$ cat src/rtl/daq_pkg.sv
// Shared encodings, status-word layout and page-capacity helper for the DAQ readout controller.
package daq_pkg;

    typedef enum logic [2:0] {
        S_IDLE = 3'd0,
        S_POLL = 3'd1,
        S_RD   = 3'd2,
        S_PUSH = 3'd3,
        S_ADV  = 3'd4,
        S_GAP  = 3'd5
    } seq_state_t;

    typedef enum logic [1:0] {
        M_IDLE = 2'd0,
        M_WAIT = 2'd1,
        M_REL  = 2'd2
    } bus_state_t;

    localparam int EMPTY_BIT = 0;
    localparam int FULL_BIT  = 1;
    localparam int LEN_LSB   = 16;
    localparam int LEN_W     = 11;
    localparam int NEV_LSB   = 4;

    localparam logic [31:0] ADV_CMD = 32'h2;

    // Page size code 3 is reserved by the DAQ and behaves like code 2.
    function automatic logic [11:0] page_cap(input logic [1:0] page_size);
        case (page_size)
            2'd0:    page_cap = 12'd512;
            2'd1:    page_cap = 12'd1024;
            default: page_cap = 12'd2048;
        endcase
    endfunction

endpackage

$ cat src/rtl/daq_bus_master.sv
// Single read or write transaction on the DAQ register port: strobe until ack,
// then wait for ack release before reporting done. Aborts after ACK_TIMEOUT cycles.
module daq_bus_master
    import daq_pkg::*;
#(
    parameter int unsigned ACK_TIMEOUT = 255
) (
    input  logic        axi_clk,
    input  logic        reset_n,
    input  logic        i_req,
    input  logic        i_we,
    input  logic [11:0] i_addr,
    input  logic [31:0] i_wdata,
    output logic        o_done,
    output logic        o_err,
    output logic [31:0] o_rdata,
    output logic        o_rstr,
    output logic [11:0] o_raddr,
    input  logic        i_rack,
    input  logic [31:0] i_rdata,
    output logic        o_wstr,
    output logic [11:0] o_waddr,
    output logic [31:0] o_wdata,
    input  logic        i_wack
);

    localparam int CW = (ACK_TIMEOUT > 1) ? $clog2(ACK_TIMEOUT) : 1;
    localparam logic [CW-1:0] TO_LOAD = CW'(ACK_TIMEOUT - 1);

    bus_state_t      r_state;
    bus_state_t      w_state_nxt;
    logic            r_we;
    logic [CW-1:0]   r_wait_cnt;
    logic            r_rstr;
    logic [11:0]     r_raddr;
    logic            r_wstr;
    logic [11:0]     r_waddr;
    logic [31:0]     r_wdata;
    logic [31:0]     r_rdata;
    logic            w_ack;
    logic            w_launch;
    logic            w_capture;
    logic            w_abort;

    assign w_ack = r_we ? i_wack : i_rack;

    always_comb begin
        w_state_nxt = r_state;
        w_launch    = 1'b0;
        w_capture   = 1'b0;
        w_abort     = 1'b0;
        o_done      = 1'b0;
        o_err       = 1'b0;
        case (r_state)
            M_IDLE: begin
                if (i_req) begin
                    w_launch    = 1'b1;
                    w_state_nxt = M_WAIT;
                end
            end
            M_WAIT: begin
                if (w_ack) begin
                    w_capture   = 1'b1;
                    w_state_nxt = M_REL;
                end else if (r_wait_cnt == '0) begin
                    w_abort     = 1'b1;
                    o_err       = 1'b1;
                    w_state_nxt = M_IDLE;
                end
            end
            // The DAQ keeps ack high one cycle past the strobe; a new strobe must not overlap it.
            M_REL: begin
                if (!w_ack) begin
                    o_done      = 1'b1;
                    w_state_nxt = M_IDLE;
                end
            end
            default: w_state_nxt = M_IDLE;
        endcase
    end

    always_ff @(posedge axi_clk or negedge reset_n) begin
        if (!reset_n) begin
            r_state    <= M_IDLE;
            r_we       <= 1'b0;
            r_wait_cnt <= '0;
            r_rstr     <= 1'b0;
            r_raddr    <= '0;
            r_wstr     <= 1'b0;
            r_waddr    <= '0;
            r_wdata    <= '0;
            r_rdata    <= '0;
        end else begin
            r_state <= w_state_nxt;
            if (w_launch) begin
                r_we       <= i_we;
                r_wait_cnt <= TO_LOAD;
                r_rstr     <= !i_we;
                r_wstr     <= i_we;
                if (i_we) begin
                    r_waddr <= i_addr;
                    r_wdata <= i_wdata;
                end else begin
                    r_raddr <= i_addr;
                end
            end else if (r_state == M_WAIT) begin
                r_wait_cnt <= r_wait_cnt - CW'(1);
            end
            if (w_capture || w_abort) begin
                r_rstr <= 1'b0;
                r_wstr <= 1'b0;
            end
            if (w_capture && !r_we) begin
                r_rdata <= i_rdata;
            end
        end
    end

    assign o_rstr  = r_rstr;
    assign o_raddr = r_raddr;
    assign o_wstr  = r_wstr;
    assign o_waddr = r_waddr;
    assign o_wdata = r_wdata;
    assign o_rdata = r_rdata;

endmodule

$ cat src/rtl/daq_readout_ctrl.sv
// Drains completed DAQ event pages over the register port and streams them out,
// advancing the DAQ read pointer after each event.
//
// state  | meaning
// IDLE   | stopped, waiting for enable
// POLL   | reading the status word
// RD     | reading event word idx from the current page
// PUSH   | presenting the captured word on the stream
// ADV    | writing advance_read to the command word
// GAP    | idle spacing between polls of an empty buffer
module daq_readout_ctrl
    import daq_pkg::*;
#(
    parameter int unsigned POLL_GAP    = 16,
    parameter int unsigned ACK_TIMEOUT = 255,
    parameter logic [11:0] STS_ADDR    = 12'h041,
    parameter logic [11:0] CMD_ADDR    = 12'h001,
    parameter logic [11:0] DATA_BASE   = 12'h800
) (
    input  logic        axi_clk,
    input  logic        reset_n,
    input  logic        enable,
    input  logic [1:0]  page_size,
    output logic        bus_rstr,
    output logic [11:0] bus_raddr,
    input  logic        bus_rack,
    input  logic [31:0] bus_rdata,
    output logic        bus_wstr,
    output logic [11:0] bus_waddr,
    output logic [31:0] bus_wdata,
    input  logic        bus_wack,
    output logic [31:0] m_data,
    output logic        m_valid,
    output logic        m_last,
    input  logic        m_ready,
    output logic [15:0] events_done,
    output logic        clipped,
    output logic        timeout_err,
    output logic        busy
);

    localparam logic [15:0] GAP_LOAD = 16'(POLL_GAP);

    seq_state_t  r_state;
    seq_state_t  w_state_nxt;
    logic [10:0] r_idx;
    logic [10:0] w_idx_nxt;
    logic [11:0] r_lim;
    logic [11:0] w_lim_nxt;
    logic [15:0] r_gap_cnt;
    logic [15:0] w_gap_nxt;
    logic [15:0] r_events_done;
    logic [15:0] w_events_nxt;
    logic        r_clipped;
    logic        w_clipped_nxt;
    logic        r_timeout_err;
    logic        w_timeout_nxt;

    logic        w_req;
    logic        w_we;
    logic [11:0] w_addr;
    logic [31:0] w_wdata;
    logic        w_done;
    logic        w_err;
    logic [31:0] w_rdata;
    logic [11:0] w_len;
    logic [11:0] w_cap;
    logic        w_last;

    daq_bus_master #(
        .ACK_TIMEOUT (ACK_TIMEOUT)
    ) u_bus (
        .axi_clk (axi_clk),
        .reset_n (reset_n),
        .i_req   (w_req),
        .i_we    (w_we),
        .i_addr  (w_addr),
        .i_wdata (w_wdata),
        .o_done  (w_done),
        .o_err   (w_err),
        .o_rdata (w_rdata),
        .o_rstr  (bus_rstr),
        .o_raddr (bus_raddr),
        .i_rack  (bus_rack),
        .i_rdata (bus_rdata),
        .o_wstr  (bus_wstr),
        .o_waddr (bus_waddr),
        .o_wdata (bus_wdata),
        .i_wack  (bus_wack)
    );

    assign w_len  = {1'b0, w_rdata[LEN_LSB +: LEN_W]};
    assign w_cap  = page_cap(page_size);
    assign w_last = ({1'b0, r_idx} == (r_lim - 12'd1));

    always_comb begin
        w_state_nxt   = r_state;
        w_idx_nxt     = r_idx;
        w_lim_nxt     = r_lim;
        w_gap_nxt     = r_gap_cnt;
        w_events_nxt  = r_events_done;
        w_clipped_nxt = r_clipped;
        w_timeout_nxt = r_timeout_err;
        w_req         = 1'b0;
        w_we          = 1'b0;
        w_addr        = STS_ADDR;
        w_wdata       = '0;
        case (r_state)
            S_IDLE: begin
                if (enable) w_state_nxt = S_POLL;
            end
            S_POLL: begin
                w_req = 1'b1;
                if (w_done) begin
                    if (w_rdata[EMPTY_BIT]) begin
                        w_gap_nxt   = GAP_LOAD;
                        w_state_nxt = S_GAP;
                    end else begin
                        w_idx_nxt = '0;
                        if (w_len > w_cap) begin
                            w_lim_nxt     = w_cap;
                            w_clipped_nxt = 1'b1;
                        end else begin
                            w_lim_nxt = w_len;
                        end
                        w_state_nxt = (w_len == '0) ? S_ADV : S_RD;
                    end
                end
            end
            S_RD: begin
                w_req  = 1'b1;
                w_addr = DATA_BASE + {1'b0, r_idx};
                if (w_done) w_state_nxt = S_PUSH;
            end
            S_PUSH: begin
                if (m_ready) begin
                    if (w_last) begin
                        w_state_nxt = S_ADV;
                    end else begin
                        w_idx_nxt   = r_idx + 11'd1;
                        w_state_nxt = S_RD;
                    end
                end
            end
            // A drained event skips the poll gap so back-to-back events run at full rate.
            S_ADV: begin
                w_req   = 1'b1;
                w_we    = 1'b1;
                w_addr  = CMD_ADDR;
                w_wdata = ADV_CMD;
                if (w_done) begin
                    w_events_nxt = r_events_done + 16'd1;
                    w_state_nxt  = enable ? S_POLL : S_IDLE;
                end
            end
            S_GAP: begin
                if (r_gap_cnt <= 16'd1) begin
                    w_state_nxt = enable ? S_POLL : S_IDLE;
                end else begin
                    w_gap_nxt = r_gap_cnt - 16'd1;
                end
            end
            default: w_state_nxt = S_IDLE;
        endcase
        // A lost ack abandons the whole event: no last marker, no advance.
        if (w_err) begin
            w_timeout_nxt = 1'b1;
            w_gap_nxt     = GAP_LOAD;
            w_state_nxt   = S_GAP;
        end
    end

    always_ff @(posedge axi_clk or negedge reset_n) begin
        if (!reset_n) begin
            r_state       <= S_IDLE;
            r_idx         <= '0;
            r_lim         <= '0;
            r_gap_cnt     <= '0;
            r_events_done <= '0;
            r_clipped     <= 1'b0;
            r_timeout_err <= 1'b0;
        end else begin
            r_state       <= w_state_nxt;
            r_idx         <= w_idx_nxt;
            r_lim         <= w_lim_nxt;
            r_gap_cnt     <= w_gap_nxt;
            r_events_done <= w_events_nxt;
            r_clipped     <= w_clipped_nxt;
            r_timeout_err <= w_timeout_nxt;
        end
    end

    assign m_valid     = (r_state == S_PUSH);
    assign m_last      = m_valid && w_last;
    assign m_data      = m_valid ? w_rdata : '0;
    assign busy        = (r_state != S_IDLE);
    assign events_done = r_events_done;
    assign clipped     = r_clipped;
    assign timeout_err = r_timeout_err;

endmodule

$ cat config.mk
export PLATFORM = sky130hd
export DESIGN_NAME = daq_readout_ctrl
export DESIGN_NICKNAME = d
export VERILOG_FILES = /design/src/rtl/daq_pkg.sv /design/src/rtl/daq_bus_master.sv /design/src/rtl/daq_readout_ctrl.sv
export SDC_FILE = /design/constraint.sdc
export NUM_CORES = 1
export LEC_CHECK = 0
export ABC_AREA = 0
export CORE_AREA = 2 2 119 121
export DETAILED_ROUTE_END_ITERATION = 8
export DIE_AREA = 0 0 121 123
export HOLD_SLACK_MARGIN = 0.05
export PLACE_DENSITY = 0.86
export SLEW_MARGIN = 20
export SYNTH_ARGS = -nofsm -noshare
export SYNTH_HDL_FRONTEND = slang
export SYNTH_SLANG_ARGS = --single-unit
$ cat constraint.sdc
create_clock -name axi_clk -period 7.1 [get_ports axi_clk]
set_clock_uncertainty 0.15 [all_clocks]
set_input_delay 0.71 -clock axi_clk [delete_from_list [all_inputs] [get_ports axi_clk]]
set_output_delay 0.71 -clock axi_clk [all_outputs]
set_load 0.02 [all_outputs]
==> reports/qor.csv, run 1 <==
metric,value,unit
Area Overhead vs Synth,28.18,%
worst path arrival time,3.50,ns
Synth Register Bits,130,
Placed Cells,935,
clk_lat worst skew,0.42,ns
Worst R2R Path Depth,7,
post-synthesis cell area,0.006615,mm^2
crit path max fanout,34,
Combinational Power Share,28.7,%
asr flop ratio synth,100.0,%
sequential fraction of the synthesis area,49.18,%
Resized cells post-CTS,0,
"EDFF count, synth",0,
"Slew Viols, Final",0,
CTS Buffer Depth,2,
initial drt markers,341,
Routed WL,14550,um
Least-Margin Pin Slew,0.8969,ns
clock root buffer,clkbuf_16,
share of layout cells above drive strength 1,11.05,%
Ys Warns,0,
slew margin rel.,40.21,%
syn avg cell area,10.02,um^2
Mapped Cells,660,
"Remaining Overflow, GRT",0,
Crit path required time,6.24,ns
router iterations before antenna repair,7,
CTS tree,yes,
vias per inst,5.283,
Num Clock Sinks,130,
vias,5109,
vias in the first global route,4984,
"slowest stage delay, CP",0.79,ns
Routed Antenna Nets,0,
Final WS setup,2.736,ns
predominant post-synthesis flop cell,dfrtp_1,
Worst IR Drop VDD,0.2262,mV
Finished Layout Cells,967,
FF-to-FF Start,r_state[0],
ordered cell list for the critical path,"and2b_1, nand2_1, nor4_1, clkdlybuf4s50_1",
I/O pins,151,
RSZ-0062 raised after global routing,false,
switch share,33.49,%
Die Wd,121,um
"CTS clk-pin slew, worst paths",0.06,ns
gpl congestion,0.8747,
most frequent cells in the layout,"129 x dfrtp_1, 118 x clkdlybuf4s50_1, 77 x nand2_1",
initial antenna violation count,0,
CP endpoint kind,output port,
"most common cell after layout, fill and taps aside",dfrtp_1,
status,completed,
NetSw,0.9894,mW
Final Hold Violating Endpoints,0,
port buffer count,119,
Cell Int Power,1.965,mW
Reg power frac,39.4,%
max-cap viol count,0,
Hold Path Class,in -> async,
fin crit share,61.47,%
die area,0.01488,mm^2
first-pass GRT wire length,24430,um
minimum clock period,4.364,ns
Starting Density,48.60,%
htree depth,4,
total track usage,20.91,%
setup TNS,0,ns
final-report setup violation count,0,
pre-CTS setup slack,3.250,ns
setup bufs post-CTS,0,
# nets final,823,
slowest CP cell,and2b_1,
num rows,43,
DRC viols,0,
Final HPWL DP,10080,um
clock power share,31.9,%
maximum number of pins on one net before global-route repair,82,
P per Cell Area,348.4,mW/mm^2
r2r endpoint,r_idx[5],
Die Y,123,um
Routed WL per cell,15.05,um
startpoint type of the worst setup path,flip-flop,
hold_buf cts,0,
Netlist cell types,61,
cts bufs inserted,17,
Core Region,0.01361,mm^2
number of diodes,0,
Lkg Pwr,3.663,nW
R2R setup slack,4.12,ns
Peak Freq,0.2291,GHz
CP Class,reg -> out,
[power by group through the flow]
| stage | Sequential, mW | Clock [mW] | Combinational [mW] |
|---|---|---|---|
| detailed placement | 1.17 | 0 | 0.845 |
| finish | 1.16 | 0.942 | 0.849 |
| floorplan | 1.12 | 0 | 0.659 |
| global placement | 1.16 | 0 | 0.818 |
| global route | 1.20 | 0.994 | 0.951 |
| CTS | 1.16 | 0.958 | 0.855 |
[critical path: cells and delay by family (launching register included)]
kind | cells | cell delay [ns]
simple gates | 3 | 1.71
buf+inv | 1 | 0.71
flops | 1 | 0.65
[how the worst max path moves through the flow]
stage               startpoint  endpoint  slack (ns)  cells after the start
CTS                 r_state[0]    m_last        2.77                      4
global placement    r_state[0]    m_last        3.34                      4
floorplan             r_lim[0]    m_last        4.07                      7
detailed placement  r_state[0]    m_last        3.25                      4
finish              r_state[0]    m_last        2.74                      4
global route        r_state[0]    m_last        2.52                      4
[registers in the layout, indices dropped and copies added (netlist names)]
register and flops:
r_lim 12, u_bus.o_wstr 1, u_bus.r_wait_cnt 8, u_bus.r_state 2, r_gap_cnt 16, u_bus.o_waddr 12, u_bus.o_rdata 32, u_bus.o_wdata 1
clipped 1, u_bus.o_rstr 1, events_done 16, r_state 3, u_bus.o_raddr 12, u_bus.r_we 1, r_idx 11, timeout_err 1
[layout make-up]
class                           count  area [um^2]
Clock buffer                       22        454.2
Multi-Input combinational cell    484         3070
Tap cell                          180        225.2
Clock inverter                     10        181.4
Sequential cell                   130         3254
Timing Repair Buffer              124         1230
Inverter                           17        63.81
Fill cell                        1092         5132
[logic make-up after synthesis]
logic type	share of synthesized area, %
AO/OA/AOI/OAI	8.379
XOR/XNOR	6.355
adder cells (fa/ha/maj)	1.702
buffers and inverters	6.261
flip-flops	49.18
multiplexers	6.431
other	0.05669
AND/OR/NAND/NOR	21.64
[stage by stage]
step | hold WS (ns) | instance area, um^2 | util [%] | power (mW)
2_1_floorplan | 0.2644 | 6728 | - | 1.780
6_report | 0.1652 | 8479 | 62.29 | 2.954
3_5_place_dp | 0.2935 | 7839 | 57.59 | 2.015
5_1_grt | 0.2037 | 8479 | 62.29 | 3.143
4_1_cts | 0.1819 | 8474 | 62.26 | 2.975
3_3_place_gp | 0.2995 | 7839 | 57.59 | 1.977
[per-layer routing]
layer | track usage, % | wire length (um) | part of all wire [%]
met5 | 0 | 0 | 0
met4 | 7.703 | 208 | 1.4
met3 | 6.411 | 933 | 6.4
met2 | 32.90 | 7049 | 48
met1 | 27.39 | 6363 | 44
[cells in the mapped netlist (9+ instances only)]
| master | instances | area [um^2] |
|---|---|---|
| dfrtp_1 | 130 | 3253 |
| nand2_1 | 77 | 289.0 |
| nor2_1 | 49 | 183.9 |
| and3_1 | 38 | 237.7 |
| mux2_2 | 33 | 371.6 |
| xnor2_1 | 32 | 280.3 |
| buf_4 | 31 | 232.7 |
| o21ai_0 | 26 | 130.1 |
| a21oi_1 | 23 | 115.1 |
| clkbuf_1 | 22 | 82.58 |
| inv_1 | 17 | 63.81 |
| nand3_1 | 16 | 80.08 |
| xor2_1 | 16 | 140.1 |
| nand2b_1 | 15 | 93.84 |
| and2_1 | 14 | 87.58 |
| or3_1 | 13 | 81.33 |
| ha_1 | 9 | 112.6 |
| nor3_1 | 9 | 45.04 |
| o21ai_1 | 9 | 45.04 |
Note: power is estimated with default switching activity, not from simulation.
==> inputs of run 2 (changes only) <==
- CORE_AREA: 2 2 119 121 -> 2 2 123 125
- DIE_AREA: 0 0 121 123 -> 0 0 125 127
- PLACE_DENSITY: 0.86 -> 0.85
- clock period: 7.1 -> 3.8 ns (I/O delays scaled with it)
==> run 2 against run 1 <==
Effect of this change:
- sequential cell count did not move
- worst setup slack got worse by 2.5 ns
- largest cell class unchanged
- design area rose by 0.83%
- die area rose by 6.7%
- highest routed layer unchanged
- critical endpoint unchanged
- count of clock-buffer cells in the layout fell by 1
- wire length rose by 1.7%
- first-iteration DRC count fell by 6.7%
- sequential share of layout area fell by 0.33 points
- register-to-register slack got worse by 3.2 ns
- worst hold slack improved by 0.15 ns
- clock power rose by 90%
==> reports/qor.csv, run 2 (synthesized netlist as in run 1, its figures left out) <==
metric,value,unit
max-cap viol count,0,
minimum clock period,3.600,ns
clock root buffer,clkbuf_16,
Peak Freq,0.2778,GHz
final-report setup violation count,0,
max FFs per register,32,
Core Region,0.01442,mm^2
num rows,44,
vias per inst,5.207,
worst hold margin,0.3141,ns
Routed WL per cell,15.20,um
CTS tree,yes,
Routed Antenna Nets,0,
RSZ-0062 raised after global routing,false,
Die Wd,125,um
DP Area,0.007883,mm^2
fillers,1219,
Hold Path Class,reg -> reg,
router iterations before antenna repair,4,
crit path max fanout,5,
vias in the first global route,4992,
maximum number of pins on one net before global-route repair,69,
P per Cell Area,652.8,mW/mm^2
I/O pins,151,
FF-to-FF Start,r_lim[0],
"slowest stage delay, CP",0.67,ns
die area,0.01588,mm^2
Starting Density,45.86,%
crit path buf inv count,2,
clk_lat worst skew,0.41,ns
htree depth,4,
Routed WL,14800,um
Lkg Pwr,3.696,nW
startpoint type of the worst setup path,flip-flop,
port buffer count,119,
setup TNS,0,ns
Worst Min Path Start,clipped,
"CTS clk-pin slew, worst paths",0.06,ns
Placed Cells,942,
slew margin rel.,48.15,%
initial antenna violation count,0,
status,completed,
Die Y,127,um
gpl congestion,0.8225,
# nets final,827,
"Remaining Overflow, GRT",0,
total track usage,18.96,%
share of layout cells above drive strength 1,11.65,%
Least-Margin Pin Slew,0.7726,ns
initial drt markers,318,
first-pass GRT wire length,24360,um
Final HPWL DP,10200,um
fin crit share,94.74,%
worst path arrival time,3.07,ns
cts bufs inserted,17,
Crit path required time,3.27,ns
setup bufs post-CTS,0,
"most common cell after layout, fill and taps aside",dfrtp_1,
multi-input logic area,0.003077,mm^2
Final Hold Violating Endpoints,0,
Worst IR Drop VDD,0.4116,mV
"Slew Viols, Final",0,
ordered cell list for the critical path,"inv_1, ha_1, xor2_1, nand2_1, nor4b_2, nand4_1, nor4_2, clkdlybuf4s50_1",
CP endpoint kind,output port,
most frequent cells in the layout,"130 x dfrtp_1, 118 x clkdlybuf4s50_1, 77 x nand2_1",
CP startpoint,r_lim[0],
Num Clock Sinks,130,
CP top delay family,simple AND/OR/NAND/NOR gates,
Area Overhead vs Synth,29.24,%
Finished Layout Cells,974,
Sequential Area,0.003253,mm^2
CTS Buffer Depth,2,
number of diodes,0,
DRC viols,0,
CP Class,reg -> out,
slowest CP cell,clkdlybuf4s50_1,
vias,5072,
final instance area,0.008549,mm^2
## run 2: cell types whose count changed in the layout (fill, tap and decap cells not counted), sizes merged
cell	before	now
clkbuf	22	21
clkinvlp	1	2
buf	6	9
dlygate4sd3	0	1
clkinv	4	3
## run 2: final timing paths
kind / endpoint / slack (ns) / depth (start not counted)
worst max-delay path: m_last / 0.20 / 8
worst min register to register: clipped / 0.31 / 1
worst min-delay path: clipped / 0.31 / 1
min in group asynchronous: events_done[10] / 0.36 / 2
worst max register to register: r_idx[4] / 0.92 / 9
max in group asynchronous: r_gap_cnt[1] / 2.36 / 3
## run 2: where the power goes
group	internal (mW)	leakage [nW]	switching, mW
combinational	0.739	1.74	0.882
sequential	1.77	1.64	0.394
clock	1.21	0.315	0.585
total	3.72	3.70	1.86
## run 2: what timing repair did
item | 4_1_cts | 5_1_grt
resized for setup | 0 | 1
endpoints found under the setup margin | 0 | 1
hold endpoints to repair | 62 | 0
hold buffers | 1 | 0
## run 2: metal layers
metal	share of wire, %	up-vias	track usage (%)
li1	-	2435	-
met1	43	2485	23.95
met2	50	142	30.53
met3	5.6	10	6.742
met4	1.0	0	6.471
met5	0	-	0
## run 2: final cells by class
class	count	share of cell area, %
inverters	17	0.7464
clock buffers	21	5.503
well taps	184	2.693
multi-input cells	484	35.99
flip-flops and latches	130	38.05
clock inverters	10	2.107
repair buffers	128	14.91
## run 2: worst reg2reg max path, delay by kind of cell, from the launching register on
family / cells / cell delay [ns]
buffers and inverters: 1 / 0.10
xor gates and xnor gates: 1 / 0.18
muxes: 1 / 0.18
DFF: 1 / 0.44
and+or+nand+nor: 5 / 1.44
adders and majority gates: 1 / 0.32
## run 2: metrics by stage
step / power (mW) / worst slack [ns] / utilization [%]
floorplan: 3.325 / 1.102 / -
global placement: 3.723 / 0.5922 / 54.65
detailed placement: 3.787 / 0.5565 / 54.65
CTS: 5.623 / 0.03213 / 59.23
global route: 5.935 / 0.04538 / 59.27
finish: 5.581 / 0.1999 / 59.27
